--- src/rtl/branch_resolve_unit.sv ---
// Execute-stage RV32I branch resolution, mispredict redirect and 2-bit BHT training/lookup.
// Optional statistics counters are enabled by defining BRU_STATS_EN.
module branch_resolve_unit #(
   parameter int unsigned BHT_ENTRIES = 64,
   parameter int unsigned PC_W        = 32
) (
   input  logic            clk,
   input  logic            rst_n,
   input  logic            ex_valid_i,
   input  logic            ex_is_branch_i,
   input  logic [2:0]      ex_funct3_i,
   input  logic [PC_W-1:0] ex_pc_i,
   input  logic [PC_W-1:0] ex_imm_i,
   input  logic            ex_pred_taken_i,
   input  logic [PC_W-1:0] ex_pred_target_i,
   input  logic [31:0]     alu_f_i,
   input  logic            alu_zero_i,
   input  logic [PC_W-1:0] if_pc_i,
   output logic            if_pred_taken_o,
   output logic            redirect_o,
   output logic [PC_W-1:0] redirect_pc_o,
   output logic [31:0]     br_count_o,
   output logic [31:0]     mispred_count_o
);

   localparam int unsigned IDX_W = $clog2(BHT_ENTRIES);

   logic [BHT_ENTRIES-1:0][1:0] bht;
   logic [IDX_W-1:0]            if_idx;
   logic [IDX_W-1:0]            ex_idx;
   logic                        taken;
   logic                        legal;
   logic                        resolve;
   logic                        mispredict;
   logic [PC_W-1:0]             tgt;
   logic [PC_W-1:0]             fall_pc;
   logic [1:0]                  ctr_cur;
   logic [1:0]                  ctr_next;
   logic                        unused_bits;

   assign if_idx = if_pc_i[IDX_W+1:2];
   assign ex_idx = ex_pc_i[IDX_W+1:2];

   // The table is only written at the clock edge, so a same-index lookup
   // naturally returns the pre-update counter.
   assign if_pred_taken_o = bht[if_idx][1];

   always_comb begin
      taken = 1'b0;
      legal = 1'b1;
      unique case (ex_funct3_i)
         3'b000:         taken = alu_zero_i;
         3'b001:         taken = ~alu_zero_i;
         3'b100, 3'b110: taken = alu_f_i[0];
         3'b101, 3'b111: taken = ~alu_f_i[0];
         default:        legal = 1'b0;
      endcase
   end

   assign tgt     = ex_pc_i + ex_imm_i;
   assign fall_pc = ex_pc_i + PC_W'(4);

   // The EX instruction during a redirect cycle is wrong-path and is dropped.
   assign resolve = ex_valid_i & ex_is_branch_i & ~redirect_o & legal;

   assign mispredict = (taken != ex_pred_taken_i) |
                       (taken & ex_pred_taken_i & (ex_pred_target_i != tgt));

   always_ff @(posedge clk or negedge rst_n) begin
      if (!rst_n) begin
         redirect_o    <= 1'b0;
         redirect_pc_o <= '0;
      end else begin
         redirect_o <= resolve & mispredict;
         if (resolve && mispredict) begin
            redirect_pc_o <= taken ? tgt : fall_pc;
         end
      end
   end

   assign ctr_cur = bht[ex_idx];

   always_comb begin
      ctr_next = ctr_cur;
      if (taken) begin
         if (ctr_cur != 2'b11) ctr_next = ctr_cur + 2'b01;
      end else begin
         if (ctr_cur != 2'b00) ctr_next = ctr_cur - 2'b01;
      end
   end

   always_ff @(posedge clk or negedge rst_n) begin
      if (!rst_n) begin
         bht <= {BHT_ENTRIES{2'b01}};
      end else if (resolve) begin
         bht[ex_idx] <= ctr_next;
      end
   end

`ifdef BRU_STATS_EN
   logic [31:0] br_count;
   logic [31:0] mispred_count;

   always_ff @(posedge clk or negedge rst_n) begin
      if (!rst_n) begin
         br_count      <= '0;
         mispred_count <= '0;
      end else if (resolve) begin
         if (br_count != '1) br_count <= br_count + 32'd1;
         if (mispredict && mispred_count != '1) mispred_count <= mispred_count + 32'd1;
      end
   end

   assign br_count_o      = br_count;
   assign mispred_count_o = mispred_count;
`else
   assign br_count_o      = '0;
   assign mispred_count_o = '0;
`endif

   assign unused_bits = ^{alu_f_i[31:1], if_pc_i[PC_W-1:IDX_W+2], if_pc_i[1:0],
                          ex_pc_i[PC_W-1:IDX_W+2], ex_pc_i[1:0]};

endmodule

--- config.mk ---
export PLATFORM = sky130hd
export DESIGN_NAME = branch_resolve_unit
export DESIGN_NICKNAME = d
export VERILOG_FILES = /design/src/rtl/branch_resolve_unit.sv
export SDC_FILE = /design/constraint.sdc
export NUM_CORES = 1
export LEC_CHECK = 0
export CAP_MARGIN = 10
export CORE_UTILIZATION = 52
export DETAILED_ROUTE_END_ITERATION = 8
export PLACE_DENSITY_LB_ADDON = 0.15
export SLEW_MARGIN = 5
export SYNTH_ARGS = -nofsm -noshare
export SYNTH_HDL_FRONTEND = slang
export SYNTH_SLANG_ARGS = --single-unit
--- constraint.sdc ---
create_clock -name clk -period 4 [get_ports clk]
set_input_delay 0.4 -clock clk [delete_from_list [all_inputs] [get_ports clk]]
set_output_delay 0.4 -clock clk [all_outputs]
set_load 0.05 [all_outputs]
* Word-level counts from Yosys, hierarchy flattened
Index checks and enable logic that the tools add are counted.
** Word-level totals
- Input port bits :: 169
- Register bits after elaboration :: 161
- Logic and storage cells :: 111
- Output and inout port bits :: 98
** Operators by class
- Equal/unequal tests :: 8
- Reductions and logical operators :: 7
- Magnitude comparators :: 3
- Bitwise logic cells :: 10
- Multiplexer cells :: 13
- $add $sub $neg :: 4
** Operators with widths (count)
- $bwmux W128 :: 1
- $add A32 B3 Y32 const B :: 1
- $add A32 B32 Y32 :: 1
- $mux W32 :: 1
- $ne A32 B32 Y1 :: 1
- $bmux W2 S6 :: 2
- $lt A6 B7 Y1 const B :: 2
- $demux W2 S6 :: 1
- $eq A3 B3 Y1 const B :: 4
- $mux W2 :: 6
- $and A1 B1 Y1 :: 6
- $ge A6 B1 Y1 const B :: 1
- $reduce_or A6 Y1 :: 1
- $pmux W1 S4 :: 1
- $reduce_or A2 Y1 :: 2
- $eq A3 B1 Y1 const B :: 1
- $logic_not A3 Y1 :: 1
- $not A1 Y1 :: 3
- $add A2 B1 Y2 const B :: 1
- $logic_and A1 B1 Y1 :: 2
- $ne A2 B2 Y1 const B :: 1
- $reduce_bool A2 Y1 :: 1
- $sub A2 B1 Y2 const B :: 1
- $mux W1 :: 1
- 2 further kinds :: 2

* Logic depth before layout (Yosys ltp)
- Depth in word-level cells :: 7
- Gate-level depth with buffers :: 15
- Depth with buffers taken out :: 13

* Worst setup path after synthesis
OpenSTA, ideal clock, no wires.
- Path kind :: input-to-reg
- Start :: input port ex_pc_i[0]
- End :: register redirect_pc_o[10]
- Data required time :: 3875 ps
- Stages on the path :: 13
- Data arrival time :: 3629 ps
- Library setup time :: 125 ps
- Buffers on the path :: 1
- Setup slack :: 246 ps
- Cells stage by stage :: ha_1 > fa_1 > a21o_1 > a221o_2 > a22oi_2 > and2b_1 > xnor2_1 > xor2_1 > or4_4 > nor4_4 > a31oi_2 > buf_6 > mux2_4
** On the way
- Word-level cells in the longest chain between the ends :: 5
- Elaborated cells between the ends (all ways) :: 7
- Classes of those cells :: add/sub: 2; eq/ne: 1; mux: 1; bitwise: 2; reduce/logical: 1
** RTL lines
- start: declaration :: line 12 : input logic [PC_W-1:0] ex_pc_i,
- $add A32 B32 Y32 :: line 60 : assign tgt = ex_pc_i + ex_imm_i;
- $ne A32 B32 Y1 :: line 67 : (taken & ex_pred_taken_i & (ex_pred_target_i != tgt));
- $and A1 B1 Y1 :: line 67
- $or A1 B1 Y1 :: line 66 : assign mispredict = (taken != ex_pred_taken_i) |
- $logic_and A1 B1 Y1 :: line 75 : if (resolve && mispredict) begin
- end signal: assignment :: line 76 : redirect_pc_o <= taken ? tgt : fall_pc;
- end: declaration :: line 21 : output logic [PC_W-1:0] redirect_pc_o,
Parallel ways exist; a longest one is shown, timed or not.
A chain may end at the register's enable or synchronous reset.

* Worst setup path after layout
- Start :: input port ex_pc_i[0]
- End :: register redirect_pc_o[24]
The elaborated chain is that of the path after synthesis.

==> out/results.ini <==
[drt]
drt_iter0_drc=817
viasPerCell=5.85
route.detailed.drc=0
drtAntennaViolNets=0
post_drt_wl_per_cell_um=19.5
drt_first_pass_iters=6
wirelength_um=36400
dr_total_vias=10900

[global_route]
antenna_found_initial=0
use_met1_pct=45.7
overflow=0
grt_pass1_vias=10100
top_usage_layer=met2
grt_pass1_wl_um=55400
grt_max_degree=96
grt_use_met3_pct=5.84
grtUsageMet2_pct=50.0
grt_usage_pct=32.3

[clock_tree]
clk_pin_slew_ns=0.07
cts_tree=built
cts_made_buffers=17
cts_root_buf=clkbuf_16
clock_sinks=161
insertion_delay_ns=0.43
htree_levels=4
clockBufferDepth=2

[floorplan]
rows=54
die_y_um=151
start_util_pct=52.9
die_w_um=151
io_pins=267
core-area_um2=21800
dieArea_um2=22700

[timing]
slew_headroom_pct=58.6
period_needed_ns=3.88
hold_viol=0
rsz0062_at_grt=no
setup_viol=0
maxSlewViolCount=0
post-route-period-util_pct=96.9
max_freq_mhz=258
timing_worst_slew_pin_value_ns=0.621
skew_ns=0.0131
tns_ns=0
setup_slack_ns=0.125

[placed_design]
detailed_place_hpwl_um=27400
post_dp_cell_area_um2=14200
place_inst=1829
io_buffers=145
pre_cts_ws_ns=-0.533
place.gp.congestion=0.927

[synth]
synthCells=1305
ys_warn_count=0
yosysMostFrequentCell=nor2_1
synth-main-ff-cell=dfrtp_1
async_flop_share_pct=100
synth.top_cells.by_count=nor2_1, a21oi_1, dfrtp_1
synthTopCellsByArea=dfrtp_1, dfstp_2, nor2_1, a21oi_1, buf_4
syn_area_um2=11500
synth-edff-count=0
yosys.area.top_type=dfrtp_1
syn_avg_cell_area_um2=8.83
ys_types=76
synth_top_area_share_pct=21.1
yosys_register_bits=161
ys_seq_area_share_pct=35.7

[layout]
instances_no_fill=1865
nets=1775
n_antenna_cell=0
area_growth_pct=29.6
layout-drive-gt1-share_pct=22.0
fin_area_um2=14900
fillers=1775

[critical_path]
path_max_fanout=15
path_class=input pin to flip-flop
end_kind=flip-flop
start_kind=input pin
reg2reg_from=bht[105]
cp.arrival_ns=4.18
critical_path_required_ns=4.31
rrSetupSlack_ns=1.42
startpoint=ex_pc_i[0]

[status]
outcome=finished, final reports clean

[pwr]
ir_drop_v=0.000367
power.density_nw_per_um2=439
power.leakage_nw=6.23

[run]
drv_cap=0

[min_path]
hold_path.class=flip-flop to flip-flop
hp-start=bht[24]

==> worst max-delay path, cell delays in order <==
cell,delay [ns]
clkdlybuf4s50_1,0.42
ha_2,0.23
fa_2,0.37
a21o_1,0.21
a221o_2,0.43
a22oi_2,0.18
buf_4,0.14
a21oi_2,0.09
xor2_1,0.24
xnor2_1,0.14
nand4b_1,0.26
nor4_4,0.38
a31oi_4,0.18
buf_8,0.20
mux2_4,0.30
==> where the power goes <==
| part | switching [mW] | internal, mW | leakage [nW] |
|---|---|---|---|
| Clock | 0.792 | 0.901 | 0.296 |
| Combinational | 1.57 | 1.11 | 4.01 |
| Sequential | 0.206 | 1.97 | 1.92 |
| Total | 2.57 | 3.98 | 6.23 |
==> registers in the layout, indices dropped and copies added, names as in the netlist <==
name and cells:
bht 128, redirect_o 1, redirect_pc_o 32
==> what timing repair did <==
action	CTS	global route
pin swaps	0	7
resized for setup	4	12
setup buffers	0	3
cloned	0	0
hold buffers	1	0
endpoints found under the setup margin	20	29
endpoints found under the hold margin	8	0
==> metrics by stage <==
step	power [mW]	hold WS (ns)	utilization, %
floorplan	3.82	0.104	-
global placement	4.80	0.449	65.4
detailed placement	4.83	0.450	65.4
CTS	6.54	0.505	68.3
global route	6.82	0.513	68.6
finish	6.55	0.506	68.6
==> layer usage <==
metal  share of wire (%)  up-vias  wire length, um
li1                    -     5126                -
met1                  43     5151            15600
met2                  46      567            16600
met3                 8.8       65             3220
met4                 2.6        0              940
met5                   0        -                0
==> worst paths after layout <==
check | end | cells after the start
min in group asynchronous | bht[99] | 2
worst max-delay path | redirect_pc_o[24] | 15
max in group asynchronous | bht[66] | 3
worst max register to register | bht[113] | 9
worst min register to register | bht[24] | 2
worst min-delay path | bht[24] | 2
==> cell usage in the layout (no fill, tap or decap), types with 47 or more instances in the layout <==
cell type        count
a21oi_1            174
a22oi_1             54
buf_4              158
clkdlybuf4s50_1    143
conb_1              64
dfrtp_1             97
dfstp_2             64
nand2_1             72
nor2_1             239
xnor2_1             47
==> kinds of logic after synthesis <==
family	after synthesis	share of synthesized area, %
flops	161	35.7
fa+ha+maj	35	3.85
xor+xnor	88	7.42
compound gates	360	19.2
mux	60	8.59
buf+inv	144	7.01
other cells	1	0.0326
simple gates	456	18.2
==> cell type report <==
cell class	instances	area [um^2]	area share (%)
clock buffer	17	425	2.85
clock inverter	15	181	1.22
inverter	14	52.6	0.352
multi-input combinational	1063	6940	46.5
sequential	161	4110	27.5
tap	280	350	2.35
timing repair buffer	315	2870	19.2
Note: power is estimated with default switching activity, not from simulation.
